==> config.mk <==
export PLATFORM = sky130hd
export DESIGN_NAME = instr_prefetch_unit
export DESIGN_NICKNAME = d
export VERILOG_FILES = /design/src/rtl/instr_prefetch_unit.sv
export SDC_FILE = /design/constraint.sdc
export NUM_CORES = 1
export LEC_CHECK = 0
export BUFFER_PORTS_ARGS = -buffer_cell sky130_fd_sc_hd__buf_2
export CAP_MARGIN = 20
export CELL_PAD_IN_SITES_DETAIL_PLACEMENT = 0
export CELL_PAD_IN_SITES_GLOBAL_PLACEMENT = 2
export CORE_ASPECT_RATIO = 0.5
export CORE_UTILIZATION = 44
export CTS_CLUSTER_SIZE = 30
export DETAILED_ROUTE_END_ITERATION = 8
export GPL_TIMING_DRIVEN = 0
export PLACE_DENSITY = 0.92
export SLEW_MARGIN = 20
export SYNTH_ARGS = -nofsm -noshare
export SYNTH_HDL_FRONTEND = slang
export SYNTH_SLANG_ARGS = --single-unit
==> constraint.sdc <==
create_clock -name clock -period 6 [get_ports clock]
set_input_delay 0.9 -clock clock [delete_from_list [all_inputs] [get_ports clock]]
set_output_delay 0.9 -clock clock [all_outputs]
set_load 0.02 [all_outputs]
==> src/rtl/instr_prefetch_unit.sv <==
// instr_prefetch_unit: single-outstanding instruction prefetcher feeding a
// DEPTH-entry FIFO of {pc, instr}. Redirects flush the FIFO and restart the
// fetch stream; a redirect that races an unacked request parks in DISCARD
// until that ack arrives so the stale word is dropped.
// Optional build macro PREFETCH_STATS_EN adds a fetch_count output counting
// every instruction word actually pushed into the FIFO.
module instr_prefetch_unit #(
    parameter int unsigned DEPTH    = 4,
    parameter logic [31:0] RESET_PC = 32'd0
) (
    input  logic        clock,
    input  logic        rst,
    input  logic        redirect_valid,
    input  logic [31:0] redirect_pc,
    output logic        mem_req,
    output logic [31:0] mem_addr,
    input  logic        mem_ack,
    input  logic [31:0] mem_rdata,
    output logic        instr_valid,
    output logic [31:0] instr,
    output logic [31:0] instr_pc,
    input  logic        instr_ready
`ifdef PREFETCH_STATS_EN
    ,
    output logic [31:0] fetch_count
`endif
);

    localparam int unsigned PW = $clog2(DEPTH);
    localparam int unsigned CW = PW + 1;

    typedef enum logic [1:0] {S_FETCH, S_HOLD, S_DISCARD} state_e;

    state_e                 state_q, state_d;
    logic                   req_q, req_d;
    logic [31:0]            addr_q, addr_d;
    logic [31:0]            fetch_pc_q, fetch_pc_d;
    logic [PW-1:0]          wr_ptr_q, wr_ptr_d, rd_ptr_q, rd_ptr_d;
    logic [CW-1:0]          count_q, count_d;
    logic [DEPTH-1:0][31:0] data_q, data_d, pc_q, pc_d;

    logic          ack, push, pop, flush;
    logic [31:0]   redir_pc;
    logic [CW-1:0] count_nxt;

    // An ack only counts while our request is actually on the bus; this also
    // swallows acks for requests abandoned by reset.
    assign ack       = mem_ack & req_q;
    assign redir_pc  = {redirect_pc[31:2], 2'b00};
    assign pop       = instr_valid & instr_ready & ~redirect_valid;
    assign push      = (state_q == S_FETCH) & ack & ~redirect_valid;
    assign count_nxt = count_q + CW'(push) - CW'(pop);

    assign mem_req     = req_q;
    assign mem_addr    = addr_q;
    assign instr_valid = (count_q != '0);
    assign instr       = data_q[rd_ptr_q];
    assign instr_pc    = pc_q[rd_ptr_q];

    // Fetch control: decide next request, fetch_pc and state each cycle.
    always_comb begin
        state_d    = state_q;
        req_d      = req_q;
        addr_d     = addr_q;
        fetch_pc_d = fetch_pc_q;
        flush      = 1'b0;
        unique case (state_q)
            S_FETCH: begin
                if (redirect_valid) begin
                    flush      = 1'b1;
                    fetch_pc_d = redir_pc;
                    if (req_q && !mem_ack) begin
                        state_d = S_DISCARD;
                    end else begin
                        req_d  = 1'b1;
                        addr_d = redir_pc;
                    end
                end else if (ack || !req_q) begin
                    if (ack) fetch_pc_d = fetch_pc_q + 32'd4;
                    // Next request only if it still fits once outstanding.
                    if (count_nxt < CW'(DEPTH)) begin
                        req_d  = 1'b1;
                        addr_d = fetch_pc_d;
                    end else begin
                        req_d   = 1'b0;
                        state_d = S_HOLD;
                    end
                end
            end
            S_HOLD: begin
                if (redirect_valid) begin
                    flush      = 1'b1;
                    fetch_pc_d = redir_pc;
                    req_d      = 1'b1;
                    addr_d     = redir_pc;
                    state_d    = S_FETCH;
                end else if (count_nxt < CW'(DEPTH)) begin
                    req_d   = 1'b1;
                    addr_d  = fetch_pc_q;
                    state_d = S_FETCH;
                end
            end
            S_DISCARD: begin
                // Request stays on the bus unchanged; only the target moves.
                if (redirect_valid) begin
                    flush      = 1'b1;
                    fetch_pc_d = redir_pc;
                end
                if (ack) begin
                    req_d   = 1'b1;
                    addr_d  = fetch_pc_d;
                    state_d = S_FETCH;
                end
            end
            default: state_d = S_FETCH;
        endcase
    end

    // FIFO bookkeeping: push at write pointer, pop at read pointer, flush all.
    always_comb begin
        wr_ptr_d = wr_ptr_q;
        rd_ptr_d = rd_ptr_q;
        count_d  = count_nxt;
        data_d   = data_q;
        pc_d     = pc_q;
        if (push) begin
            data_d[wr_ptr_q] = mem_rdata;
            pc_d[wr_ptr_q]   = fetch_pc_q;
            wr_ptr_d         = wr_ptr_q + PW'(1);
        end
        if (pop) rd_ptr_d = rd_ptr_q + PW'(1);
        if (flush) begin
            wr_ptr_d = '0;
            rd_ptr_d = '0;
            count_d  = '0;
        end
    end

    // State registers.
    always_ff @(posedge clock or negedge rst) begin
        if (!rst) begin
            state_q    <= S_FETCH;
            req_q      <= 1'b0;
            addr_q     <= RESET_PC;
            fetch_pc_q <= RESET_PC;
            wr_ptr_q   <= '0;
            rd_ptr_q   <= '0;
            count_q    <= '0;
            data_q     <= '0;
            pc_q       <= '0;
        end else begin
            state_q    <= state_d;
            req_q      <= req_d;
            addr_q     <= addr_d;
            fetch_pc_q <= fetch_pc_d;
            wr_ptr_q   <= wr_ptr_d;
            rd_ptr_q   <= rd_ptr_d;
            count_q    <= count_d;
            data_q     <= data_d;
            pc_q       <= pc_d;
        end
    end

`ifdef PREFETCH_STATS_EN
    logic [31:0] fetch_count_q, fetch_count_d;

    assign fetch_count_d = fetch_count_q + 32'(push);
    assign fetch_count   = fetch_count_q;

    // Count accepted pushes only; dropped words never reach push.
    always_ff @(posedge clock or negedge rst) begin
        if (!rst) fetch_count_q <= '0;
        else      fetch_count_q <= fetch_count_d;
    end
`endif

endmodule

Word level (Yosys, flattened, before mapping)
Index checks and enable logic that the tools add are counted.

operators by class
  add/subtract/negate cells = 5
  multiply operators = 0
  divide/modulo/power cells = 0
  $lt $le $gt $ge = 4
  equal/unequal tests = 9
  shift-type cells = 0
  multiplexer cells = 44
  bitwise logic cells = 6
  reductions and logical operators = 17

operators by type and width
  cell                     number
  $mux W32                 14
  $bwmux W128              2
  $bmux W32 S2             2
  $pmux W32 S3             1
  $demux W32 S2            1
  $pmux W32 S2             1
  $add A32 B3 Y32 const B  1
  $mux W2                  11
  $reduce_and A5 Y1        2
  $mux W1                  9
  $ne A3 B2 Y1 const B     3
  $ne A3 B3 Y1 const B     3
  $lt A2 B3 Y1 const B     2
  $pmux W2 S3              1
  $reduce_and A6 Y1        1
  $reduce_bool A2 Y1       3
  $reduce_bool A3 Y1       2
  $and A1 B1 Y1            5
  $add A2 B1 Y2 const B    2
  $add A3 B1 Y3            1
  $lt A3 B3 Y1 const B     1
  $mux W3                  1
  $pmux W1 S3              1
  $reduce_or A3 Y1         1
  12 further kinds         14

word-level totals
  register bits = 330
  latch bits = 0
  memory bits (writable) = 0
  memory bits (read-only) = 0
  output and inout bits = 98
  logic and storage cells = 100
  memories = 0

Logic depth before layout (Yosys ltp)
  depth in word-level cells = 10
  gate-level depth with buffers = 17
  mapped depth without buffers = 15

Least setup slack after synthesis
No wires, ideal clock.

  path type = input to register
  from = in redirect_valid
  to = reg addr_q[24], in the netlist mem_addr[24]
  library setup time = 125 ps
  arrival time = 4,141 ps
  required time = 5,875 ps
  path slack = 1,735 ps
  stages = 15
  cells stage by stage = clkbuf_1 > nor3_1 > inv_1 > ha_1 > inv_1 > ha_1 > inv_1 > fa_1 > xnor3_1 > nor2_1 > o21a_1 > clkbuf_1 > nor2_1 > buf_2 > mux2_2

between the ends
  longest elaborated chain between the ends = 7
  elaborated cells between the ends (all ways) = 16
  classes of those cells = add/sub (2); order compare (1); eq/ne (4); mux (5); bitwise (3); reduce/logical (1)

RTL lines
  element                                                        RTL line  text
  start: declaration                                             13        input logic redirect_valid,
  $not A1 Y1                                                     50, 51
  $and A1 B1 Y1                                                  51        assign push = (state_q == S_FETCH) & ack & ~redirect_valid;
  $add A3 B1 Y3                                                  52        assign count_nxt = count_q + CW'(push) - CW'(pop);
  $sub A3 B1 Y3                                                  52
  $lt A3 B3 Y1                                                   81, 97
  $ne A3 B2 Y1 (no source line) or $ne A3 B3 Y1 (tied branches)  --
  $reduce_and A6 Y1 (no source line)                             --
  end signal: assignment                                         154       addr_q <= addr_d;
  end: declaration                                               36        logic [31:0] addr_q, addr_d;

Parallel ways exist; a longest one is shown, timed or not. The select of a mux whose other input is x is not followed.
A chain may end at the register's enable or synchronous reset.

Worst setup path in the final report
  from = reg state_q[1]
  to = reg addr_q[7], in the netlist mem_addr[7]

between the ends
  longest elaborated chain between the ends = 8
  elaborated cells between the ends (all ways) = 16
  classes of those cells = add/sub (2); order compare (1); eq/ne (7); mux (1); bitwise (2); reduce/logical (3)

RTL lines
  element                                                        RTL line  text
  start: declaration                                             34        state_e state_q, state_d;
  start signal: assignment                                       152       state_q <= state_d;
  $logic_not A2 Y1                                               51, 67
  $and A1 B1 Y1 (2 in series)                                    51
  $add A3 B1 Y3                                                  52
  $sub A3 B1 Y3                                                  52
  $lt A3 B3 Y1                                                   81, 97
  $ne A3 B2 Y1 (no source line) or $ne A3 B3 Y1 (tied branches)  --
  $reduce_and A6 Y1 (no source line)                             --

Parallel ways exist; a longest one is shown, timed or not.

==> impl_metrics.tcl <==
set metrics [dict create \
    hold-worst-slack_ns 0.157 \
    core_um2 34500 \
    drtPass1Iterations 7 \
    drive_gt1_share_pct 40.0 \
    fin_skew_ns 0.0214 \
    tightest_slew_ns 1.14 \
    clk_latency_ns 0.58 \
    dieArea_um2 35800 \
    cp.required_ns 6.47 \
    wire_per_inst_um 21.5 \
    fp-row-count 48 \
    port_buffers 164 \
    ys_types 61 \
    synth_edf_count 0 \
    async_flop_share_pct 100 \
    dieWidth_um 267 \
    drv_cap 0 \
    max-slew-margin-rel_pct 23.7 \
    floorplan.initialDensity_pct 44.7 \
    regArea_um2 8260 \
    ir_worst_vdd_uv 233 \
    dp_hpwl_mm 28.5 \
    via_count 10500 \
    cts_sinks 330 \
    layout_commonest_cell "dfrtp_1" \
    setup_ws_ns 0.995 \
    diodes 0 \
    multi_input_area_um2 6730 \
    grt_pass1_vias 11100 \
    synth-seq-cells 330 \
    slew_viol_final 0 \
    rsz0062_at_grt "no" \
    finalHoldViolations 0 \
    syn_inst 1157 \
    die_h_um 134 \
    yosysWarningCount 0 \
    arrival_ns 5.47 \
    clockRootBuffer "clkbuf_16" \
    ant_nets 0 \
    grt_max_degree 110 \
    syn-num-nets 1239 \
    setup.worst_path.start_class "flop" \
    power_per_cell_area_nw_per_um2 522 \
    final_cells 1855 \
    finalCriticalPeriod_ns 5.00 \
    ctsHoldBuffers 0 \
    post_cts_buffers 0 \
    fin_tns_setup_ns 0 \
    reg2reg_depth 17 \
    pre_cts_ws_ns 0.477 \
    drt_iter0_markers 691 \
    clockBufferDepth 3 \
    track_usage_pct 22.7 \
    p_total_mw 9.40 \
    drc 0 \
    antenna_found_initial 0 \
    status "complete, no violations" \
    nets 1438 \
    setup_viol 0 \
    wl_mm 39.8 \
    hp-class "in -> async" \
    layout_common_cells "330 x dfrtp_1, 255 x mux2_2, 168 x buf_2" \
    syn-mean-instance-area_um2 13.3 \
    clkTransAtPathRegs_ns 0.07 \
    grt_overflow 0 \
    area_growth_pct 16.9 \
    synth_seq_area_share_pct 53.6 \
    final.fill_count 2975 \
    syn_area_um2 15400 \
    p_leak_nw 8.19 \
    critPathKind "reg -> reg" \
    pin_count 167 \
    dp.cells 1799 \
    routed_via_density 5.64 \
    gp_congestion 0.864 \
    crit_path_max_fanout 10 \
    fmax_mhz 200 \
    synthFlopType "dfrtp_1" \
    crit_path_end_kind "flop" \
    cts-htree-levels 1 \
    numCtsBuffers 30 \
    cts-resized-gates 0 \
    cts_tree "yes" \
    finalCritPeriodShare_pct 83.4 \
    grt_pass1_wl_mm 62.8 \
]
## power by group
| part | internal [mW] | switching (mW) |
|---|---|---|
| clock | 1.25 | 0.885 |
| sequential | 2.98 | 0.433 |
| combinational | 1.70 | 2.15 |
| total | 5.92 | 3.47 |
## worst max-delay path: stages, from the launching register on
cell      delay (ns)
dfrtp_1         0.42
inv_1           0.12
ha_1            0.22
inv_1           0.08
nor3_1          0.79
inv_1           0.14
ha_1            0.33
inv_1           0.06
ha_1            0.12
inv_1           0.05
fa_1            0.38
xnor3_1         0.29
nor2_1          0.10
o21a_1          0.23
clkbuf_1        0.23
nor2_1          0.53
buf_2           0.41
mux2_2          0.38
## path summary, 6_finish.rpt
check                           slack, ns      endpoint        from
min in group clock                   0.48       pc_q[6]     pc_q[6]
worst max-delay path                  1.0   mem_addr[7]  state_q[1]
worst min-delay path                 0.16  mem_addr[10]         rst
worst max register to register        1.0   mem_addr[7]  state_q[1]
worst min register to register       0.48       pc_q[6]     pc_q[6]
max in group asynchronous            5.02    data_q[78]         rst
## metrics by stage
step           cell area (µm²)  utilization (%)
3_5_place_dp             16900             49.0
2_1_floorplan            15400                -
6_report                 18000             52.2
3_3_place_gp             16800             48.8
5_1_grt                  18000             52.2
4_1_cts                  18000             52.2
## synthesized netlist by cell type (6+ instances only)
library cell | n | area share, %
a21oi_1 | 14 | 0.46
a22o_1 | 7 | 0.40
a22oi_1 | 7 | 0.34
a31oi_1 | 8 | 0.33
buf_1 | 11 | 0.27
clkbuf_1 | 74 | 1.8
dfrtp_1 | 330 | 54
ha_1 | 12 | 0.97
inv_1 | 17 | 0.41
mux2_2 | 255 | 19
mux2i_1 | 8 | 0.52
mux4_2 | 64 | 9.4
nand2_1 | 70 | 1.7
nand2b_1 | 6 | 0.24
nand3_1 | 11 | 0.36
nand4_1 | 7 | 0.28
nor2_1 | 34 | 0.83
nor2b_1 | 7 | 0.28
nor3_1 | 20 | 0.65
nor4_1 | 10 | 0.41
o21ai_0 | 84 | 2.7
o31ai_1 | 13 | 0.63
or3_1 | 7 | 0.28
or4_1 | 6 | 0.29
xnor2_1 | 7 | 0.40
## state kept, by name, summed over array words and instances, names as in the netlist
name	count
pc_q	128
mem_req	1
fetch_pc_q	32
mem_addr	32
count_q	3
wr_ptr_q	2
data_q	128
rd_ptr_q	2
state_q	2
## metal layers
metal	global-route usage [%]	part of all wire, %	vias to the layer above
li1	-	-	4696
met3	3.34	4.0	58
met2	38.2	50	236
met4	5.65	2.3	0
met1	30.9	44	5481
met5	0	0	-
## area by class of cell
cell class,count,area share (%)
Timing Repair Buffer,167,5.07
Clock buffer,38,4.61
Sequential cell,330,45.9
Inverter,17,0.354
Tap cell,475,3.30
Clock inverter,18,1.50
Buffer,91,1.95
Multi-Input combinational cell,719,37.4
## logic make-up (layout without fill, tap and decap cells)
group	Yosys count	after routing	synth area share [%]
buffers and inverters	108	331	2.68
adder cells (fa/ha/maj)	13	13	1.10
AND/OR/NAND/NOR	197	197	6.39
XOR/XNOR	13	13	0.829
multiplexers	327	327	28.5
flip-flops	330	330	53.6
AO/OA/AOI/OAI	169	169	6.84
No activity file was read; power rests on OpenSTA's default activity.
